**src/rtl/pll_reset_sequencer.sv**
```systemverilog
// Core reset sequencer fed by the PLL output clock: synchronises the lock flag,
// releases reset after a stable-lock window and generates a slow clock-enable tick.
module pll_reset_sequencer #(
    parameter int SYNC_STAGES    = 2,
    parameter int STABLE_CYCLES  = 1024,
    parameter int TIMEOUT_CYCLES = 65536,
    parameter int HOLD_CYCLES    = 16,
    parameter int CE_DIV         = 16
) (
    input  logic       clk,
    input  logic       rst_n,
    input  logic       pll_lock,
    input  logic       ext_rst_req,
    output logic       sys_rst_n,
    output logic       ce_tick,
    output logic [1:0] state,
    output logic [7:0] lock_lost_cnt,
    output logic       timeout_err
);

    localparam int MAX_AB  = (TIMEOUT_CYCLES > STABLE_CYCLES) ? TIMEOUT_CYCLES : STABLE_CYCLES;
    localparam int CNT_MAX = (MAX_AB > HOLD_CYCLES) ? MAX_AB : HOLD_CYCLES;
    localparam int CNT_W   = $clog2(CNT_MAX + 1);
    localparam int DIV_W   = (CE_DIV > 1) ? $clog2(CE_DIV) : 1;

    localparam logic [CNT_W-1:0] TIMEOUT_LAST = CNT_W'(TIMEOUT_CYCLES - 1);
    localparam logic [CNT_W-1:0] STABLE_LAST  = CNT_W'(STABLE_CYCLES - 1);
    localparam logic [CNT_W-1:0] HOLD_LAST    = CNT_W'(HOLD_CYCLES - 1);
    localparam logic [DIV_W-1:0] DIV_LAST     = DIV_W'(CE_DIV - 1);

    typedef enum logic [1:0] {
        ST_WAIT_LOCK = 2'b00,
        ST_STABILIZE = 2'b01,
        ST_RUN       = 2'b10,
        ST_HOLD      = 2'b11
    } state_t;

    state_t               state_reg, state_next;
    logic [CNT_W-1:0]     cnt_reg, cnt_next;
    logic [DIV_W-1:0]     div_reg, div_next;
    logic                 tick_reg, tick_next;
    logic                 sys_rst_n_reg;
    logic [7:0]           lost_reg, lost_next;
    logic                 timeout_reg, timeout_next;
    logic [SYNC_STAGES-1:0] sync_reg;
    logic                 lock_s;
    logic                 lock_eff;
    logic                 lock_loss;

    // Each stage samples the one before it; stage 0 takes the raw PLL flag.
    always_ff @(posedge clk or negedge rst_n) begin
        if (!rst_n) begin
            sync_reg[0] <= 1'b0;
        end else begin
            sync_reg[0] <= pll_lock;
        end
    end

    generate
        for (genvar gi = 1; gi < SYNC_STAGES; gi++) begin : g_sync
            always_ff @(posedge clk or negedge rst_n) begin
                if (!rst_n) begin
                    sync_reg[gi] <= 1'b0;
                end else begin
                    sync_reg[gi] <= sync_reg[gi-1];
                end
            end
        end
    endgenerate

    assign lock_s = sync_reg[SYNC_STAGES-1];
    // After a lock timeout the flag is no longer trusted; the core runs regardless.
    assign lock_eff = lock_s | timeout_reg;

    always_ff @(posedge clk or negedge rst_n) begin
        if (!rst_n) begin
            state_reg     <= ST_WAIT_LOCK;
            cnt_reg       <= '0;
            div_reg       <= '0;
            tick_reg      <= 1'b0;
            sys_rst_n_reg <= 1'b0;
            lost_reg      <= '0;
            timeout_reg   <= 1'b0;
        end else begin
            state_reg     <= state_next;
            cnt_reg       <= cnt_next;
            div_reg       <= div_next;
            tick_reg      <= tick_next;
            sys_rst_n_reg <= (state_next == ST_RUN);
            lost_reg      <= lost_next;
            timeout_reg   <= timeout_next;
        end
    end

    always_comb begin
        state_next   = state_reg;
        timeout_next = timeout_reg;
        lock_loss    = 1'b0;
        case (state_reg)
            ST_WAIT_LOCK: begin
                if (lock_eff) begin
                    state_next = ST_STABILIZE;
                end else if (cnt_reg == TIMEOUT_LAST) begin
                    timeout_next = 1'b1;
                    state_next   = ST_STABILIZE;
                end
            end
            ST_STABILIZE: begin
                if (!lock_eff) begin
                    state_next = ST_WAIT_LOCK;
                end else if (cnt_reg == STABLE_LAST) begin
                    state_next = ST_RUN;
                end
            end
            ST_RUN: begin
                // RUN is only held while lock is high, so a low lock here is a fall.
                lock_loss = ~lock_eff;
                if (!lock_eff || ext_rst_req) begin
                    state_next = ST_HOLD;
                end
            end
            ST_HOLD: begin
                if (cnt_reg == HOLD_LAST) begin
                    state_next = ST_WAIT_LOCK;
                end
            end
            default: state_next = ST_WAIT_LOCK;
        endcase
    end

    always_comb begin
        cnt_next = cnt_reg + 1'b1;
        if ((state_next != state_reg) || (state_reg == ST_RUN)) begin
            cnt_next = '0;
        end
    end

    always_comb begin
        lost_next = lost_reg;
        if (lock_loss && (lost_reg != 8'hFF)) begin
            lost_next = lost_reg + 8'd1;
        end
    end

    // Divider restarts from zero on every RUN entry, so the first tick lands CE_DIV edges after release.
    always_comb begin
        div_next  = '0;
        tick_next = 1'b0;
        if ((state_reg == ST_RUN) && (state_next == ST_RUN)) begin
            if (div_reg == DIV_LAST) begin
                tick_next = 1'b1;
            end else begin
                div_next = div_reg + 1'b1;
            end
        end
    end

    assign sys_rst_n     = sys_rst_n_reg;
    assign ce_tick       = tick_reg;
    assign state         = state_reg;
    assign lock_lost_cnt = lost_reg;
    assign timeout_err   = timeout_reg;

endmodule

```
**config.mk**
```make
export PLATFORM = sky130hd
export DESIGN_NAME = pll_reset_sequencer
export DESIGN_NICKNAME = d
export VERILOG_FILES = /design/src/rtl/pll_reset_sequencer.sv
export SDC_FILE = /design/constraint.sdc
export NUM_CORES = 1
export LEC_CHECK = 0
export ABC_AREA = 0
export CAP_MARGIN = 30
export CORE_MARGIN = 3
export CORE_UTILIZATION = 42
export DETAILED_ROUTE_END_ITERATION = 6
export PLACE_DENSITY = 0.73
export SLEW_MARGIN = 20
export SYNTH_ARGS = -nofsm -noshare
export SYNTH_HDL_FRONTEND = slang
export SYNTH_SLANG_ARGS = --single-unit
```
**constraint.sdc**
```tcl
create_clock -name clk -period 1.88 [get_ports clk]
set_clock_uncertainty 0.05 [all_clocks]
set_input_delay 0.376 -clock clk [delete_from_list [all_inputs] [get_ports clk]]
set_output_delay 0.376 -clock clk [all_outputs]
set_load 0.05 [all_outputs]
```
Yosys cells after proc, flatten, opt, wreduce, memory -nomap -nowiden. Cells that the tools add are included.

Add/subtract/negate cells: 3. Muxes and demuxes: 13. Eq/ne operators: 10. Reductions and logical operators: 7. Bitwise gates (word level): 2.

Operator list (count): $add 17x1->17 const B (1); $eq 17x10->1 const B (1); $eq 17x16->1 const B (1); $eq 17x4->1 const B (1); $mux 17 (1); $mux 2 (6); $add 8x1->8 const B (1); $mux 4 (2); $ne 8x8->1 const B (1); $pmux 2 s4 (1); $eq 2x2->1 const B (3); $add 4x1->4 const B (1); $eq 4x4->1 const B (1); $mux 1 (3); $reduce_and 3->1 (1); $eq 2x1->1 const B (1); $logic_and 1x1->1 (2); $logic_not 2->1 (1); $logic_or 1x1->1 (2); $ne 2x2->1 (1); $logic_not 1->1 (1); $not 1->1 (1); $or 1x1->1 (1).

Output and inout bits: 13. Word-level logic and storage cells: 44. Flip-flop bits (word level): 36.

Longest topological paths before layout.
Depth in word-level cells: 8. Gate-level depth with buffers: 10. Mapped depth without buffers: 8.

Worst setup path after synthesis. No wires, ideal clock.

Path type: reg-to-reg. From: register cnt_reg[4]. To: register cnt_reg[0]. Setup slack: -168 ps. Buffers on the path: 1. Arrival: 1918 ps. Period minus slack after synthesis: 2048 ps. Setup time: 80 ps. Stages on the path, launching flop included: 10. Cells stage by stage: dfrtp_1 > and4_2 > nand3_1 > nor3_1 > ha_1 > nor4_1 > a21o_1 > o31ai_4 > buf_8 > nor3_2.

Longest elaborated chain between the ends: 7.

Ends and longest elaborated chain: from (decl) (line 39) `logic [CNT_W-1:0] cnt_reg, cnt_next;`; from (signal assigned) (line 86) `cnt_reg <= cnt_next;`; $eq 17x10->1 or $eq 17x16->1 (tied branches) (line 111, 103); $mux 2, on equally long branches (line 111, 103); $mux 2, on equally long branches (line 109, 101); $pmux 2 s4 (*) (line 99) `case (state_reg)`; $ne 2x2->1 (*) (line 133) `if ((state_next != state_reg) || (state_reg == ST_RUN)) begin`; $logic_or 1x1->1 (*) (line 133); $mux 17 (*) (line 133); net cnt_next[0] (line 39).

Mark *: on every way through the listed nets, which the timed path passes. The rest lies on a longest branch. A chain may end at the register's enable or synchronous reset.

Final worst setup path.
From: register cnt_reg[13]. To: register cnt_reg[6].

The elaborated chain is that of the path after synthesis.

==> results.ini <==
[clocking]
tritoncts=done
clk_path_buf_depth=2
path_clk_slew_ns=0.07
h-tree-depth=2
clk_latency_ns=0.29
cts.sinks=36
cts-root-buf=clkbuf_8
cts_hold_buf=0
cts_buffers=5

[finish]
drive_above_1_share_pct=37.9
nets=219
largest_reg_flops=17
antennaDiodeCount=0
syn2layout_area_growth_pct=34.7
stdcell_count=261

[global_route]
grt_usage_pct=17.4
grt_pass1_wl_um=6980
antenna_found_initial=0
grt_pass1_vias=1532
grt_start_max_net_pins=37
grt.overflow.total=0

[critical_path]
r2r-start=cnt_reg[13]$_DFF_PN0_
worstSetupPathType=reg2reg
crit_arrival_ns=2.02
worstSetupEndpoint=cnt_reg[6]$_DFF_PN0_
reg2reg_depth=6
r2r_end=cnt_reg[6]$_DFF_PN0_
worst_ep_required_time_ns=2.01
cp-end-kind=flop
r2r_slack_ns=-0.02
crit_path_start=cnt_reg[13]$_DFF_PN0_
crit_fanout=8
crit_path_start_kind=flop

[yosys]
synthCells=166
synth_top_area_share_pct=50.2
ys_top_cells_by_area=dfrtp_1 (50%), xnor2_1 (5.9%), xor2_1 (4.9%), nand3_1 (3.6%), nor2_2 (3.5%)
synth-seq-cells=36
synth_commonest_cells=dfrtp_1 (36), nand3_1 (13), nor3_1 (12), xnor2_1 (12), nor2_1 (11)
synth_most_common_cell=dfrtp_1
synth_xor_area_share_pct=10.7
synthMuxAreaShare_pct=0.628
synth_edf_count=0
yosys_warnings=0
yosys.area_share.adder_pct=2.79
synth_area_um2=1790
avgSynthCellArea_um2=10.8
synth-compound-area-share_pct=5.86
yosysSeqAreaShare_pct=50.2
synth_top_area_cell=dfrtp_1
yosysUniqueCellTypes=36
synth-simple-area-share_pct=26.7
synth_top_family_by_area=simple AND/OR/NAND/NOR gates
async_flop_share_pct=100
synthFlopType=dfrtp_1
postSynthNetCount=174

[route]
ant_nets=0
firstDrtPassIters=4
vias=1396
drc_errors=0
first_iter_violations=81
avgViaCountPerCell=5.35
drt-total-wl_um=3960
wl_per_cell_um=15.2

[power_and_ir_drop]
switchingPower_uw=389
max-vdd-ir-drop_uv=349
pwr-share-seq_pct=49.9
p_clk_share_pct=36.6
p_leak_uw=0.00105
power.density_nw_per_um2=667
pwr-share-comb_pct=13.5
p_int_uw=1220
swShare_pct=24.2

[timing]
min_period_over_period_pct=101
worst_pin_slew_ns=0.420
min_period_ns=1.90
finalWorstSetupSlack_ns=-0.0169
fmax_ghz=0.527
final-hold-violation-count=0
report.final.slew_viol_count=0
rsz0062_at_grt=true
hold_slack_ns=0.312
finalSetupViolCount=12
relSlewSlack_pct=72.0

[floorplanning]
dieArea_um2=5090
fp-row-count=23
chipHeight_um=71.3
core-area_um2=4060
die_x_um=71.3
initial_core_util_pct=44.2
io_pins=17

[flow_run]
max_cap_viol_count=0

[status]
violations=setup timing
status=complete, but fails checks

[placement]
dp_hpwl_um=2710
placedCellCount=251
gp_congestion=0.868
io_buffer_count=16
preCtsSetupSlack_ns=-0.116

[worst_hold_path]
hp-class=reg2reg

## per-layer routing
metal  GRT usage (%)  wire, µm
met5               0         0
met4            7.72        62
met3            5.19       195
met2            29.1      2060
met1            20.7      1640
## worst max-delay path, stage by stage (launching register included)
cell and delay (ns):
dfrtp_1 0.41, buf_6 0.14, nor4_4 0.31, nand4_2 0.20, o31ai_4 0.39, clkbuf_16 0.25, nor2_2 0.04
## cell type report
type / count / area, µm²
well taps: 50 / 62.6
clock buffers: 7 / 96.3
fillers: 304 / 1640
multi-input cells: 119 / 928
repair buffers: 42 / 399
flip-flops and latches: 36 / 902
inverters: 7 / 26.3
## power groups by stage
stage	clock, µW	combinational [µW]	sequential, µW
final	590	218	803
after floorplan	0	80.0	833
after global placement	0	165	817
after detailed placement	0	172	818
after global routing	644	238	805
after CTS	612	204	803
## cells in the final DEF, fill, tap and decap left out, drive strengths merged, types with 4 or more instances in the layout
master,instances
buf,37
clkbuf,9
dfrtp,36
ha,4
inv,7
nand2,7
nand3,13
nand4,8
nor2,21
nor3,13
nor4,7
xnor2,12
xor2,10
## cell families after synthesis
logic type,Yosys count
buffers and inverters,11
XOR/XNOR,22
adder cells (fa/ha/maj),4
AO/OA/AOI/OAI,12
multiplexers,1
AND/OR/NAND/NOR,80
flip-flops,36
## timing repair
action	in CTS	in global routing
cloned	1	1
pin swaps	3	3
setup endpoints to repair	8	18
buffers inserted	0	1
resized for setup	8	8
## worst min-delay path by stage
stage	cells after the start	end	slack, ns	start
4_1_cts	0	lock_s$_DFF_PN0_	0.32	sync_reg[0]$_DFF_PN0_
3_5_place_dp	0	lock_s$_DFF_PN0_	0.30	sync_reg[0]$_DFF_PN0_
6_report	0	lock_s$_DFF_PN0_	0.31	sync_reg[0]$_DFF_PN0_
2_1_floorplan	0	ce_tick$_DFF_PN0_	0.03	rst_n
5_1_grt	0	lock_s$_DFF_PN0_	0.32	sync_reg[0]$_DFF_PN0_
3_3_place_gp	0	lock_s$_DFF_PN0_	0.28	sync_reg[0]$_DFF_PN0_
## per-stage QoR
step                      cell area (µm²)  utilization [%]  total power [µW]  setup TNS, ns
final                                2410             59.5              1610         -0.135
after global routing                 2410             59.5              1690          -1.28
after CTS                            2350             57.9              1620              0
after detailed placement             2190             53.9               989         -0.482
after global placement               2190             53.9               982              0
after floorplan                      1820                -               913              0
Power figures use the tool's default switching activity.
